<file path="src/rtl/score_display_if.sv">
// Game-state inputs and score/display outputs shared between the game core and
// the score display block.
interface score_display_if;
  logic        start;
  logic        playing;
  logic        game_win;
  logic        game_lose;
  logic [2:0]  enemy_hit;
  logic [15:0] score_bcd;
  logic [15:0] high_bcd;
  logic [7:0]  anode;
  logic [7:0]  cathode;

  modport master (
    output start, playing, game_win, game_lose, enemy_hit,
    input  score_bcd, high_bcd, anode, cathode
  );

  modport slave (
    input  start, playing, game_win, game_lose, enemy_hit,
    output score_bcd, high_bcd, anode, cathode
  );
endinterface

</file>
<file path="src/rtl/score_display.sv">
// BCD score / high-score keeper driving an 8-digit multiplexed seven-segment
// display: digits 0-3 show the score, digits 4-7 show the high score.
module score_display #(
  parameter logic [15:0] POINTS    = 16'h0010,
  parameter int          SCAN_MSB  = 19,
  parameter int          BLINK_BIT = 25
) (
  input logic             ClkPort,
  input logic             reset,
  score_display_if.slave  bus
);
  // Wide enough to hold both the digit select and the blink bit.
  localparam int CNT_W = ((SCAN_MSB > BLINK_BIT) ? SCAN_MSB : BLINK_BIT) + 1;

  logic [15:0]      score_reg, score_next;
  logic [15:0]      high_reg, high_next;
  logic [2:0]       hit_d_reg;
  logic             end_d_reg;
  logic [CNT_W-1:0] cnt_reg;

  logic [2:0]  hit_edge;
  logic [1:0]  hit_count;
  logic        end_now;
  logic [15:0] add1, add2, add3;

  // Digit-wise decimal add; a carry out of the top digit saturates to 9999.
  function automatic logic [15:0] bcd_add(input logic [15:0] a, input logic [15:0] b);
    logic [15:0] sum;
    logic        carry;
    logic [4:0]  d;
    sum   = '0;
    carry = 1'b0;
    for (int i = 0; i < 4; i++) begin
      d = {1'b0, a[4*i +: 4]} + {1'b0, b[4*i +: 4]} + {4'b0, carry};
      if (d > 5'd9) begin
        d     = d - 5'd10;
        carry = 1'b1;
      end else begin
        carry = 1'b0;
      end
      sum[4*i +: 4] = d[3:0];
    end
    if (carry) sum = 16'h9999;
    return sum;
  endfunction

  generate
    for (genvar gi = 0; gi < 3; gi++) begin : g_hit_edge
      assign hit_edge[gi] = bus.enemy_hit[gi] & ~hit_d_reg[gi];
    end
  endgenerate

  assign hit_count = {1'b0, hit_edge[0]} + {1'b0, hit_edge[1]} + {1'b0, hit_edge[2]};
  assign end_now   = bus.game_win | bus.game_lose;

  // Chained adders give 1, 2 or 3 kills' worth; saturation propagates down the chain.
  assign add1 = bcd_add(score_reg, POINTS);
  assign add2 = bcd_add(add1, POINTS);
  assign add3 = bcd_add(add2, POINTS);

  always_comb begin
    score_next = score_reg;
    if (bus.start) begin
      score_next = '0;
    end else if (bus.playing) begin
      case (hit_count)
        2'd1:    score_next = add1;
        2'd2:    score_next = add2;
        2'd3:    score_next = add3;
        default: score_next = score_reg;
      endcase
    end
  end

  // Valid BCD orders the same as plain binary, so a magnitude compare suffices.
  always_comb begin
    high_next = high_reg;
    if (end_now && !end_d_reg && (score_reg > high_reg)) begin
      high_next = score_reg;
    end
  end

  always_ff @(posedge ClkPort or posedge reset) begin
    if (reset) begin
      score_reg <= '0;
      high_reg  <= '0;
      hit_d_reg <= '0;
      end_d_reg <= 1'b0;
      cnt_reg   <= '0;
    end else begin
      score_reg <= score_next;
      high_reg  <= high_next;
      hit_d_reg <= bus.enemy_hit;
      end_d_reg <= end_now;
      cnt_reg   <= cnt_reg + 1'b1;
    end
  end

  assign bus.score_bcd = score_reg;
  assign bus.high_bcd  = high_reg;

  logic [2:0] sel;
  logic [1:0] digit_idx;
  logic [3:0] score_blank, high_blank;
  logic [3:0] digit_val;
  logic       digit_blank;
  logic [6:0] seg_val;
  logic [7:0] cathode_val;

  assign sel       = cnt_reg[SCAN_MSB -: 3];
  assign digit_idx = sel[1:0];

  // Digit k is a leading zero when it and everything above it in its group is zero.
  assign score_blank[0] = 1'b0;
  assign high_blank[0]  = 1'b0;
  generate
    for (genvar gi = 1; gi < 4; gi++) begin : g_blank
      assign score_blank[gi] = (score_reg[15:4*gi] == '0);
      assign high_blank[gi]  = (high_reg[15:4*gi] == '0);
    end
  endgenerate

  assign digit_val   = sel[2] ? high_reg[4*digit_idx +: 4] : score_reg[4*digit_idx +: 4];
  assign digit_blank = sel[2] ? high_blank[digit_idx] : score_blank[digit_idx];

  always_comb begin
    case (digit_val)
      4'd0:    seg_val = 7'b0000001;
      4'd1:    seg_val = 7'b1001111;
      4'd2:    seg_val = 7'b0010010;
      4'd3:    seg_val = 7'b0000110;
      4'd4:    seg_val = 7'b1001100;
      4'd5:    seg_val = 7'b0100100;
      4'd6:    seg_val = 7'b0100000;
      4'd7:    seg_val = 7'b0001111;
      4'd8:    seg_val = 7'b0000000;
      4'd9:    seg_val = 7'b0000100;
      default: seg_val = 7'h7F;
    endcase
  end

  always_comb begin
    cathode_val = {(digit_blank ? 7'h7F : seg_val), ~bus.game_win};
    if (bus.game_lose && cnt_reg[BLINK_BIT] && !sel[2]) begin
      cathode_val = 8'hFF;
    end
  end

  assign bus.anode   = ~(8'b1 << sel);
  assign bus.cathode = cathode_val;
endmodule

</file>
<file path="src/flat_wrapper.sv">
// flat-port wrapper written by rule: the top's interface ports become plain ports
module score_display_flat 
#(
  parameter logic [15:0] POINTS    = 16'h0010,
  parameter int          SCAN_MSB  = 19,
  parameter int          BLINK_BIT = 25
)
  (ClkPort, reset, bus_start, bus_playing, bus_game_win, bus_game_lose, bus_enemy_hit, bus_score_bcd, bus_high_bcd, bus_anode, bus_cathode);
  score_display_if bus_i ();
  input logic ClkPort;
  input logic reset;
  input wire logic [$bits(bus_i.start)-1:0] bus_start;
  input wire logic [$bits(bus_i.playing)-1:0] bus_playing;
  input wire logic [$bits(bus_i.game_win)-1:0] bus_game_win;
  input wire logic [$bits(bus_i.game_lose)-1:0] bus_game_lose;
  input wire logic [$bits(bus_i.enemy_hit)-1:0] bus_enemy_hit;
  output wire logic [$bits(bus_i.score_bcd)-1:0] bus_score_bcd;
  output wire logic [$bits(bus_i.high_bcd)-1:0] bus_high_bcd;
  output wire logic [$bits(bus_i.anode)-1:0] bus_anode;
  output wire logic [$bits(bus_i.cathode)-1:0] bus_cathode;
  assign bus_i.start = bus_start;
  assign bus_i.playing = bus_playing;
  assign bus_i.game_win = bus_game_win;
  assign bus_i.game_lose = bus_game_lose;
  assign bus_i.enemy_hit = bus_enemy_hit;
  assign bus_score_bcd = bus_i.score_bcd;
  assign bus_high_bcd = bus_i.high_bcd;
  assign bus_anode = bus_i.anode;
  assign bus_cathode = bus_i.cathode;
  score_display #(.POINTS(POINTS), .SCAN_MSB(SCAN_MSB), .BLINK_BIT(BLINK_BIT)) u_core (.ClkPort(ClkPort), .reset(reset), .bus(bus_i));
endmodule
</file>
<file path="config.mk">
export PLATFORM = sky130hd
export DESIGN_NAME = score_display_flat
export DESIGN_NICKNAME = d
export VERILOG_FILES = /design/src/rtl/score_display_if.sv /design/src/rtl/score_display.sv /design/src/flat_wrapper.sv
export SDC_FILE = /design/constraint.sdc
export NUM_CORES = 1
export LEC_CHECK = 0
export ABC_AREA = 1
export ABC_CLOCK_PERIOD_IN_PS = 12000
export CORE_MARGIN = 2
export CORE_UTILIZATION = 58
export DETAILED_ROUTE_END_ITERATION = 6
export PLACE_DENSITY_LB_ADDON = 0.12
export SETUP_SLACK_MARGIN = 0.2
export SKIP_LAST_GASP = 1
export SYNTH_ARGS = -nofsm -noshare
export SYNTH_HDL_FRONTEND = slang
export SYNTH_SLANG_ARGS = --single-unit
</file>
<file path="constraint.sdc">
create_clock -name ClkPort -period 12 [get_ports ClkPort]
set_input_delay 1.2 -clock ClkPort [delete_from_list [all_inputs] [get_ports ClkPort]]
set_output_delay 1.2 -clock ClkPort [all_outputs]
set_load 0.005 [all_outputs]
</file>
==> qor.csv <==
metric,value,unit
unique cell type count in the Yosys netlist,49,
average footprint of a synthesized cell,7.34,µm²
iteration-0 DRC count of the detailed router,308,
delay of the slowest critical-path stage,0.43,ns
sum of net half-perimeters after detailed placement,10.8,mm
cells after synthesis,702,
Least-Margin Pin Slew,1.16,ns
wire length of the first global-routing pass,23.3,mm
register area share after synthesis,30.1,%
Internal Dissipation,487,µW
DRC violations left,0,
core area,8680,µm²
outcome,finished clean,
height of the chip,98.3,µm
flip-flop count of the largest register after layout,26,
power per cell area,123,nW/µm²
row count,34,
Seq pwr share,32.8,%
top post-synthesis cells by area,"dfrtp_1 30%, ha_1 12%, nand2_1 11%",
LEAKAGE,0.00303,µW
max-slew violation count,0,
number of failing hold endpoints at the final stage,0,
most frequent cell after synthesis,nand2_1,
type of the most critical hold path,reg2reg,
count of state elements after synthesis,62,
share of async-settable or async-resettable flops after synthesis,100,%
signed area change from the synthesized netlist to the final layout,23.8,%
clock network fraction of design power,27.9,%
mapped cell area,5150,µm²
data required time of the worst path,12.26,ns
Worst Path Arrival,11.32,ns
unrepaired setup endpoints after global routing,no,
CTS Buffer Depth,2,
highest fanout seen on the critical path,7,
# diodes,0,
routed wirelength normalized by instance count,16.0,µm
number of cells in the finished layout apart from fillers,897,
minimum period implied by the final worst setup slack,11.06,ns
1st-pass router iterations,5,
most common flop cell mapped by yosys,dfrtp_1,
overall track demand over capacity in global routing,29.6,%
worst IR drop on VDD,0.0696,mV
startpoint type of the worst setup path,flop,
share of Yosys cell area claimed by the top area cell type,30.1,%
Final Routed Wirelength,14.3,mm
combinational cell fraction of total power,39.3,%
worst setup timing slack at the placement stage,0.130,ns
total negative slack,0,ns
net count reported at finish,844,
clock edge transition at the registers on the reported setup and hold paths,0.08,ns
instance count after placement with tap cells included,863,
ports placed on the boundary,57,
vias in the first global route,5047,
maximum number of pins on one net before global-route repair,63,
master of the slowest instance on the critical path,dfrtp_2,
Initial Utilization,59.4,%
crit path kind,reg2reg,
cell mode on critical path,inv_1,
number of enable-type register cells in the synthesized netlist,0,
fraction of layout instances using a drive strength above 1,16.7,%
via count normalized by instance count,5.84,
net switching fraction of the power,38.0,%
floorplan die area,9660,µm²
setup violation total in the final timing report,0,
clock latency on the worst-skew pair,0.35,ns
initial antenna violation count,0,
most numerous cell types in the synthesized netlist,"145 x nand2_1, 106 x inv_1, 66 x nand3_1",
maximum operating frequency,0.0904,GHz
worst setup skew after layout,0.0103,ns
H-tree levels,3,
Synth area leader,dfrtp_1,
clock root buffer,clkbuf_8,
gp weighted congestion,0.897,
"antenna viol nets, final",0,
part of the cycle the worst path needs,92.2,%
total via count after detailed routing,5236,
total congestion overflow after global routing,0,
max-cap violation count,0,
Mapped Nets,762,
clock tree sinks,62,
number of port buffers,56,
CTS tree,built,
Critical Path End Type,flop,
net switching component of the power,298,µW
final worst setup slack,0.941,ns
CTS Buf Count,9,
Die X-Extent,98.3,µm
number of warnings issued by yosys,0,
worst relative slew slack,22.8,%
[what timing repair did]
item                                   CTS  global route
hold buffers                             0             0
setup endpoints to repair                6            16
gates resized for setup                  4            48
buffers inserted                         1            17
endpoints found under the hold margin    0             0
pin swaps                                1            14
[final cells by class]
class | count | area (µm²)
multi-input combinational | 514 | 3290
fill | 690 | 2290
sequential | 62 | 1560
timing repair buffer | 78 | 726
inverter | 119 | 449
clock buffer | 10 | 138
tap | 108 | 135
clock inverter | 6 | 92.6
[kinds of logic after synthesis]
kind of cell	after synthesis	share of synthesized area, %
simple gates	329	30.6
buf+inv	126	9.34
compound gates	108	13.0
flops	62	30.1
fa+ha+maj	51	12.5
xor+xnor	26	4.42
[per-layer routing]
layer	up-vias	wire (µm)	track usage, %
li1	2514	-	-
met1	2454	5880	37.1
met2	223	6970	50.1
met3	45	973	4.87
met4	0	520	13.8
met5	-	0	0
[power groups by stage]
| stage | Combinational [µW] | Sequential [µW] | Clock, µW |
|---|---|---|---|
| after floorplan | 191 | 257 | 0 |
| after global placement | 284 | 259 | 0 |
| after detailed placement | 297 | 261 | 0 |
| after CTS | 299 | 257 | 221 |
| after global routing | 351 | 261 | 230 |
| final | 309 | 257 | 219 |
[through the flow]
stage	hold WS [ns]	total power (µW)	utilization (%)	area (µm²)
2_1_floorplan	0.422	447	-	5150
3_3_place_gp	0.435	543	67.4	5850
3_5_place_dp	0.440	557	67.4	5850
4_1_cts	0.452	777	70.4	6110
5_1_grt	0.485	842	73.6	6380
6_report	0.444	785	73.6	6380
[cells in the final DEF, fill, tap and decap left out, types with 3 or more instances in the layout]
| cell type | Yosys | final |
|---|---|---|
| nand3_1 | 66 | 65 |
| dfrtp_1 | 62 | 59 |
| nor2_2 | 4 | 8 |
| or2_2 | 4 | 4 |
| o2111ai_1 | 3 | 3 |
| clkbuf_8 | 0 | 10 |
| buf_4 | 0 | 22 |
| clkinv_1 | 6 | 6 |
| nand2_2 | 16 | 23 |
| ha_2 | 0 | 10 |
| nor3b_1 | 3 | 3 |
| o211ai_1 | 5 | 5 |
| nor4_1 | 3 | 3 |
| a21oi_1 | 19 | 19 |
| inv_2 | 7 | 13 |
| nor3_1 | 6 | 6 |
| ha_1 | 50 | 36 |
| nand2_4 | 4 | 6 |
| nand3_2 | 6 | 7 |
| dfrtp_2 | 0 | 3 |
| o221ai_1 | 5 | 5 |
| nand4_1 | 16 | 16 |
| xnor2_1 | 9 | 8 |
| nand3b_1 | 4 | 4 |
| nand2_1 | 145 | 136 |
| clkdlybuf4s50_1 | 0 | 56 |
| ha_4 | 0 | 4 |
| o21ai_1 | 3 | 3 |
| nor2_1 | 45 | 40 |
| xor2_1 | 17 | 16 |
| o22ai_1 | 18 | 18 |
| inv_1 | 106 | 99 |
| o21ai_0 | 38 | 37 |
[worst paths after layout]
check                                                         start                             endpoint  slack, ns  cells after the start
worst max-delay path            u_core.bus.score_bcd[1]$_DFFE_PP0P_  u_core.bus.score_bcd[1]$_DFFE_PP0P_       0.94                     86
min in group asynchronous                                     reset          u_core.cnt_reg[1]$_DFF_PP0_       1.40                      3
worst min-delay path                    u_core.cnt_reg[0]$_DFF_PP0_          u_core.cnt_reg[0]$_DFF_PP0_       0.44                      1
worst max register to register  u_core.bus.score_bcd[1]$_DFFE_PP0P_  u_core.bus.score_bcd[1]$_DFFE_PP0P_       0.94                     86
max in group asynchronous                                     reset  u_core.bus.score_bcd[1]$_DFFE_PP0P_      10.03                      3
worst min register to register          u_core.cnt_reg[0]$_DFF_PP0_          u_core.cnt_reg[0]$_DFF_PP0_       0.44                      1
[critical path, delay by kind of cell (launching register included)]
family,cells,cell delay (ns)
adders and majority gates,22,4.37
and+or+nand+nor,34,3.35
buffers and inverters,21,1.24
AOI/OAI and AO/OA,7,1.20
DFF,1,0.43
xor gates and xnor gates,2,0.31
No activity file was read; power rests on OpenSTA's default activity.
